**config.mk**
```make
export PLATFORM = sky130hd
export DESIGN_NAME = operand_sequencer_flat
export DESIGN_NICKNAME = d
export VERILOG_FILES = /design/src/rtl/operand_sequencer_if.sv /design/src/rtl/operand_sequencer.sv /design/src/flat_wrapper.sv
export SDC_FILE = /design/constraint.sdc
export NUM_CORES = 1
export LEC_CHECK = 0
export ABC_AREA = 1
export CAP_MARGIN = 25
export CORE_UTILIZATION = 59
export DETAILED_ROUTE_END_ITERATION = 10
export PLACE_DENSITY = 0.87
export SYNTH_ARGS = -nofsm -noshare
export SYNTH_HDL_FRONTEND = slang
export SYNTH_SLANG_ARGS = --single-unit
```
**constraint.sdc**
```tcl
create_clock -name clk -period 3.1 [get_ports clk]
set_input_delay 0.62 -clock clk [delete_from_list [all_inputs] [get_ports clk]]
set_output_delay 0.62 -clock clk [all_outputs]
set_load 0.01 [all_outputs]
```
**src/rtl/operand_sequencer_if.sv**
```systemverilog
// Operand sequencer bus: raw switch/key inputs toward the sequencer and the
// registered operand set it presents to the arithmetic unit and display path.
interface operand_sequencer_if;
  logic [3:0] sw;
  logic       key_enter_n;
  logic       key_cancel_n;
  logic [3:0] X;
  logic [3:0] Y;
  logic [1:0] select;
  logic       valid;
  logic [1:0] state;

  // Board side: drives switches and buttons, observes the operand set
  modport master (
    output sw, key_enter_n, key_cancel_n,
    input  X, Y, select, valid, state
  );

  // Sequencer side: consumes switches and buttons, produces the operand set
  modport slave (
    input  sw, key_enter_n, key_cancel_n,
    output X, Y, select, valid, state
  );
endinterface

```
**src/rtl/operand_sequencer.sv**
```systemverilog
// Operand sequencer: synchronizes and debounces the enter/cancel buttons and
// walks X -> Y -> operation entry, holding a registered operand set for the
// combinational arithmetic unit. valid marks a complete, committed set.
module operand_sequencer #(
  parameter int DEBOUNCE_CYCLES = 500000,
  parameter int CNT_W           = 20
) (
  input logic             clk,
  input logic             reset,
  operand_sequencer_if.slave bus
);

  typedef enum logic [1:0] {
    S_X   = 2'd0,
    S_Y   = 2'd1,
    S_OP  = 2'd2,
    S_RUN = 2'd3
  } state_t;

  localparam logic [CNT_W-1:0] CNT_LAST = CNT_W'(DEBOUNCE_CYCLES - 1);

  logic             enterMeta_q, enterSync_q;
  logic             cancelMeta_q, cancelSync_q;
  logic [3:0]       swMeta_q, swSync_q;

  logic             enterLevel_q, enterLevel_d;
  logic [CNT_W-1:0] enterCnt_q, enterCnt_d;
  logic             enterPress_q, enterPress_d;

  logic             cancelLevel_q, cancelLevel_d;
  logic [CNT_W-1:0] cancelCnt_q, cancelCnt_d;
  logic             cancelPress_q, cancelPress_d;

  state_t           state_q;
  logic [3:0]       x_q, y_q;
  logic [1:0]       select_q;
  logic             valid_q;

  // Two-flop synchronizers; keys idle high (released), switches idle low
  always_ff @(posedge clk or posedge reset) begin
    if (reset) begin
      enterMeta_q  <= 1'b1;
      enterSync_q  <= 1'b1;
      cancelMeta_q <= 1'b1;
      cancelSync_q <= 1'b1;
      swMeta_q     <= '0;
      swSync_q     <= '0;
    end else begin
      enterMeta_q  <= bus.key_enter_n;
      enterSync_q  <= enterMeta_q;
      cancelMeta_q <= bus.key_cancel_n;
      cancelSync_q <= cancelMeta_q;
      swMeta_q     <= bus.sw;
      swSync_q     <= swMeta_q;
    end
  end

  // Enter debounce: count consecutive disagreeing cycles, accept the new level
  // after DEBOUNCE_CYCLES of them, and flag a press only on a falling level
  always_comb begin
    enterLevel_d = enterLevel_q;
    enterCnt_d   = '0;
    enterPress_d = 1'b0;
    if (enterSync_q != enterLevel_q) begin
      if (enterCnt_q == CNT_LAST) begin
        enterLevel_d = enterSync_q;
        enterPress_d = ~enterSync_q;
      end else begin
        enterCnt_d = enterCnt_q + CNT_W'(1);
      end
    end
  end

  // Cancel debounce: same scheme as enter, fully independent
  always_comb begin
    cancelLevel_d = cancelLevel_q;
    cancelCnt_d   = '0;
    cancelPress_d = 1'b0;
    if (cancelSync_q != cancelLevel_q) begin
      if (cancelCnt_q == CNT_LAST) begin
        cancelLevel_d = cancelSync_q;
        cancelPress_d = ~cancelSync_q;
      end else begin
        cancelCnt_d = cancelCnt_q + CNT_W'(1);
      end
    end
  end

  // Debounce state registers; press pulses last exactly one cycle
  always_ff @(posedge clk or posedge reset) begin
    if (reset) begin
      enterLevel_q  <= 1'b1;
      enterCnt_q    <= '0;
      enterPress_q  <= 1'b0;
      cancelLevel_q <= 1'b1;
      cancelCnt_q   <= '0;
      cancelPress_q <= 1'b0;
    end else begin
      enterLevel_q  <= enterLevel_d;
      enterCnt_q    <= enterCnt_d;
      enterPress_q  <= enterPress_d;
      cancelLevel_q <= cancelLevel_d;
      cancelCnt_q   <= cancelCnt_d;
      cancelPress_q <= cancelPress_d;
    end
  end

  // Entry sequence; cancel has priority and discards a coincident enter
  always_ff @(posedge clk or posedge reset) begin
    if (reset) begin
      state_q  <= S_X;
      x_q      <= '0;
      y_q      <= '0;
      select_q <= '0;
      valid_q  <= 1'b0;
    end else if (cancelPress_q) begin
      state_q  <= S_X;
      x_q      <= '0;
      y_q      <= '0;
      select_q <= '0;
      valid_q  <= 1'b0;
    end else if (enterPress_q) begin
      case (state_q)
        S_X: begin
          x_q     <= swSync_q;
          state_q <= S_Y;
        end
        S_Y: begin
          y_q     <= swSync_q;
          state_q <= S_OP;
        end
        S_OP: begin
          select_q <= swSync_q[1:0];
          valid_q  <= 1'b1;
          state_q  <= S_RUN;
        end
        S_RUN: begin
          valid_q <= 1'b0;
          state_q <= S_X;
        end
        default: begin
          state_q <= S_X;
        end
      endcase
    end
  end

  assign bus.X      = x_q;
  assign bus.Y      = y_q;
  assign bus.select = select_q;
  assign bus.valid  = valid_q;
  assign bus.state  = state_q;

endmodule
```
**src/flat_wrapper.sv**
```systemverilog
// flat-port wrapper written by rule: the top's interface ports become plain ports
module operand_sequencer_flat 
#(
  parameter int DEBOUNCE_CYCLES = 500000,
  parameter int CNT_W           = 20
)
  (clk, reset, bus_sw, bus_key_enter_n, bus_key_cancel_n, bus_X, bus_Y, bus_select, bus_valid, bus_state);
  operand_sequencer_if bus_i ();
  input logic clk;
  input logic reset;
  input wire logic [$bits(bus_i.sw)-1:0] bus_sw;
  input wire logic [$bits(bus_i.key_enter_n)-1:0] bus_key_enter_n;
  input wire logic [$bits(bus_i.key_cancel_n)-1:0] bus_key_cancel_n;
  output wire logic [$bits(bus_i.X)-1:0] bus_X;
  output wire logic [$bits(bus_i.Y)-1:0] bus_Y;
  output wire logic [$bits(bus_i.select)-1:0] bus_select;
  output wire logic [$bits(bus_i.valid)-1:0] bus_valid;
  output wire logic [$bits(bus_i.state)-1:0] bus_state;
  assign bus_i.sw = bus_sw;
  assign bus_i.key_enter_n = bus_key_enter_n;
  assign bus_i.key_cancel_n = bus_key_cancel_n;
  assign bus_X = bus_i.X;
  assign bus_Y = bus_i.Y;
  assign bus_select = bus_i.select;
  assign bus_valid = bus_i.valid;
  assign bus_state = bus_i.state;
  operand_sequencer #(.DEBOUNCE_CYCLES(DEBOUNCE_CYCLES), .CNT_W(CNT_W)) u_core (.clk(clk), .reset(reset), .bus(bus_i));
endmodule
```
Yosys cells after proc, flatten, opt, wreduce, memory -nomap -nowiden. Cells that the tools add are included.

Reduce and logical (&&, ||, !) cells: 12. Equal/unequal tests: 7. Muxes and demuxes: 23. Bitwise operators: 2. $add $sub $neg: 2.

Operators with widths (count): $mux W20 (4); $add A20 B1 Y20 const B (2); $eq A20 B19 Y1 const B (2); $mux W4 (6); $reduce_and A2 Y1 (6); $mux W2 (5); $pmux W2 S4 (1); $reduce_bool A2 Y1 (4); $mux W1 (6); $eq A2 B2 Y1 const B (2); $reduce_bool A3 Y1 (1); $eq A2 B1 Y1 const B (1); $logic_not A2 Y1 (1); $ne A1 B1 Y1 (2); $not A1 Y1 (2); $pmux W1 S2 (1).

Word-level logic and storage cells: 63. Bits of input ports: 8. Bits in registers: 69.

Logic depth before layout (Yosys ltp).
Word-level depth: 4. Mapped depth: 9.

Worst setup path before layout. Ideal clock, no wire load.

Path kind: register -> register. Start point: reg u_core.state_q[0], in the netlist u_core.bus.state[0]. End point: reg u_core.x_q[0], in the netlist u_core.bus.X[0]. Data arrival time: 1.179 ns. Stages on the path, launching flop included: 6. Path slack: 1.797 ns. Buffers on the path: 0. Cell sequence: dfrtp_1 -> inv_1 -> ha_1 -> nand2_1 -> nand2_1 -> mux2_2.

Word-level cells in the longest chain between the ends: 3.

Ends and longest elaborated chain: start, declared (line operand_sequencer.sv:34) `state_t state_q;`; start signal, assigned (line operand_sequencer.sv:111) `state_q <= S_X;`; start signal, assigned (line operand_sequencer.sv:117) `state_q <= S_X;`; start signal, assigned (line operand_sequencer.sv:126) `state_q <= S_Y;`; $logic_not A2 Y1 (line operand_sequencer.sv:123) `case (state_q)`; $reduce_bool A2 Y1 (no source line); $reduce_and A2 Y1 (no source line); end signal, assigned (line operand_sequencer.sv:125) `x_q <= swSync_q;`; end, declared (line operand_sequencer.sv:35) `logic [3:0] x_q, y_q;`.

No other way between the ends. A chain may end at the register's enable or synchronous reset.

Worst setup path after layout.
Start point: reg u_core.state_q[0], in the netlist u_core.bus.state[0]. End point: out bus_state[0].

RTL lines: end, declared (line flat_wrapper.sv:18) `output wire logic [$bits(bus_i.state)-1:0] bus_state;`.

No word-level cell between the ends.

==> run_results.csv <==
group,metric,value,unit
finish,fill_cells,393,
pwr,p_clk_share,50.5,%
drt,drcViolationCount,0,
timing,finalCriticalPeriod,1.93,ns
finish,synthToLayoutAreaGrowth,16.6,%
synthesis,synth_common_cells,"nor2_1, nand2_1, dfrtp_1, inv_1, nand3_1",
place,place_area,3820,µm²
synthesis,synth_most_common_cell,"nor2_1",
grt,grt_antenna_before_repair,0,
finish,multi_input_area,1580,µm²
grt,grt_pass1_vias,2790,
setup_path,worst-endpoint-required,2.48,ns
cts,post_cts_resized,0,
finish,seqCellArea,1730,µm²
cts,clkSlewWorstSetupHoldPaths,0.08,ns
place,place_hpwl,5220,µm
min_path,hold_path.class,"reg2reg",
timing,relSlewSlack,55.9,%
synthesis,postSynthRegisterBits,69,
setup_path,critical_path.top_delay_family,"buffers and inverters",
synthesis,synthCells,417,
run_status,status,"finished clean",
finish,nets,462,
cts,numClockSinks,69,
floorplanning,initial_core_util,62.3,%
synthesis,synth_warnings,0,
floorplanning,dieArea,6270,µm²
timing,post-route-period-util,62.2,%
pwr,power_frac_seq,46.7,%
drt,drtIter0Drc,175,
cts,root_buffer,"clkbuf_8",
timing,tightest_slew,0.661,ns
finish,final_layout_size_suffix_gt1_share,14.6,%
cts,cts_tree,"built",
floorplanning,core,5640,µm²
drt,drtPass1Iterations,6,
pwr,irDropWorstVdd,0.000333,V
drt,wl_per_cell,13.8,µm
floorplanning,die_y,79.2,µm
grt,overflow,0,
timing,setup_viol,0,
setup_path,crit_fanout,4,
grt,grt_pass1_wl,12500,µm
synthesis,avgSynthCellArea,8.43,µm²
drt,vias,2777,
run,timing.max_cap.violations,0,
place,port_buffers,20,
floorplanning,placementRows,27,
timing,slew_viol_final,0,
synthesis,syn_area,3520,µm²
synthesis,synth_enable_flop_cells,0,
pwr,p_leak,1.90,nW
timing,whs,0.357,ns
grt,grt_max_degree,39,
setup_path,worstSetupStartpointType,"flop",
setup_path,crit_slowest_cell,"clkdlybuf4s50_1",
timing,finClkSkew,0.00908,ns
setup_path,worst-path-buf-inv,1,
synthesis,synthFlopType,"dfrtp_1",
setup_path,crit_chain,"clkdlybuf4s50_1",
finish,finalInstanceArea,4100,µm²
pwr,power.share.combinational,2.8,%
synthesis,async_flop_share,100,%
cts,htree_num_levels,3,
drt,via_per_inst,5.29,
finish,n_antenna_cell,0,
pwr,cellInternalPower,1.60,mW
cts,post-cts-setup-buffers,0,
cts,clk_latency,0.34,ns
cts,postCtsHoldBufs,0,
timing,tns,0,ns
pwr,p_per_area,483,nW/µm²
synthesis,synth.area.top_cells,"dfrtp_1, nor2_1, nand2_1, inv_1, nand3_1",
timing,final-hold-violation-count,0,
setup_path,path_class,"reg2out",
floorplanning,die_width,79.2,µm
timing,grt_setup_unrepaired,"no",
synthesis,synth_top_area_share,44.8,%
pwr,power_switching,383,µW
synthesis,synth_cell_types,31,
timing,max_freq,0.519,GHz
synthesis,yosysTopAreaCell,"dfrtp_1",
grt,track_usage,26.3,%
cts,numCtsBuffers,9,
synthesis,syn-num-nets,431,
cts,clock_path_buffers,2,
setup_path,critPathArrivalTime,1.31,ns
pwr,switching_share,19.4,%
floorplanning,io_pins,21,
drt,ant_nets,0,
place,gp_congestion,0.950,
drt,routed_wl,7270,µm
synthesis,seq_area_frac_synth,49.3,%
setup_path,crit_path_end_kind,"primary output",
setup_path,cpPeakStageDelay,0.56,ns
state kept, by name, summed over array words and instances, names as in the netlist:
name	cells
u_core.bus.select	2
u_core.enterCnt_q	20
u_core.enterPress_q	1
u_core.bus.state	2
u_core.enterMeta_q	1
u_core.cancelPress_q	1
u_core.enterSync_q	1
u_core.cancelLevel_q	1
u_core.swSync_q	4
u_core.cancelSync_q	1
u_core.enterLevel_q	1
u_core.cancelCnt_q	20
u_core.bus.Y	4
u_core.cancelMeta_q	1
u_core.swMeta_q	4
u_core.bus.valid	1
u_core.bus.X	4
per-stage QoR:
step / util, % / setup slack, ns / cells / power [mW]
floorplan: - / 0.750 / 417 / 0.974
global placement: 67.8 / 1.31 / 509 / 0.997
detailed placement: 67.8 / 1.31 / 509 / 0.999
CTS: 72.7 / 1.15 / 525 / 2.00
global route: 72.7 / 1.13 / 525 / 2.05
finish: 72.7 / 1.17 / 525 / 1.98
layout by cell type (no fill, tap or decap), types with 5 or more instances in the layout:
master | Yosys | final
nor2_4 | 8 | 8
o21ai_0 | 6 | 6
nor2_1 | 86 | 86
inv_2 | 4 | 5
dfrtp_1 | 63 | 63
xor2_1 | 13 | 13
nand2_2 | 6 | 6
clkdlybuf4s50_1 | 0 | 20
mux2_2 | 8 | 8
ha_1 | 6 | 6
nand2_1 | 79 | 79
nand3_1 | 37 | 37
nand4_1 | 7 | 7
inv_1 | 50 | 49
dfstp_2 | 6 | 6
nor2_2 | 5 | 5
clkbuf_8 | 0 | 11
worst paths after layout:
check | start | slack [ns] | cells after the start | to
max | u_core.bus.state[0]$_DFFE_PP0P_ | 1.17 | 1 | bus_state[0]
max reg2reg | u_core.enterCnt_q[0]$_DFF_PP0_ | 1.58 | 6 | u_core.enterCnt_q[14]$_DFF_PP0_
min in group asynchronous | reset | 0.69 | 2 | u_core.swSync_q[1]$_DFF_PP0_
max in group asynchronous | reset | 1.72 | 3 | u_core.enterMeta_q$_DFF_PP1_
min | u_core.swMeta_q[3]$_DFF_PP0_ | 0.36 | 0 | u_core.swSync_q[3]$_DFF_PP0_
min reg2reg | u_core.swMeta_q[3]$_DFF_PP0_ | 0.36 | 0 | u_core.swSync_q[3]$_DFF_PP0_
routing by layer:
| layer | wire length (µm) | vias to the layer above | GRT usage, % | share of wire [%] |
|---|---|---|---|---|
| met4 | 121 | 0 | 11.1 | 1.7 |
| met3 | 383 | 15 | 6.32 | 5.3 |
| met2 | 3700 | 105 | 45.5 | 51 |
| li1 | - | 1370 | - | - |
| met5 | 0 | - | 0 | 0 |
| met1 | 3060 | 1287 | 31.1 | 42 |
cells by family after synthesis:
family	count (synthesis)	synth area share [%]
xor gates and xnor gates	18	4.70
adders and majority gates	6	2.13
and+or+nand+nor	246	32.9
buffers and inverters	55	5.91
muxes	8	2.56
DFF	69	49.3
AOI/OAI and AO/OA	15	2.53
area by class of cell:
class,instances,share of cell area [%]
clock buffers,11,3.69
well taps,72,2.20
flip-flops and latches,69,42.3
clock inverters,5,3.14
multi-input cells,293,38.4
inverters,54,4.94
repair buffers,21,5.37
power groups by stage:
stage	Clock, mW	Sequential, mW	Combinational (mW)
2_1_floorplan	0	0.940	0.0340
3_3_place_gp	0	0.942	0.0551
3_5_place_dp	0	0.943	0.0559
4_1_cts	1.01	0.925	0.0562
5_1_grt	1.06	0.926	0.0647
6_report	1.00	0.925	0.0549
Power figures use the tool's default switching activity.
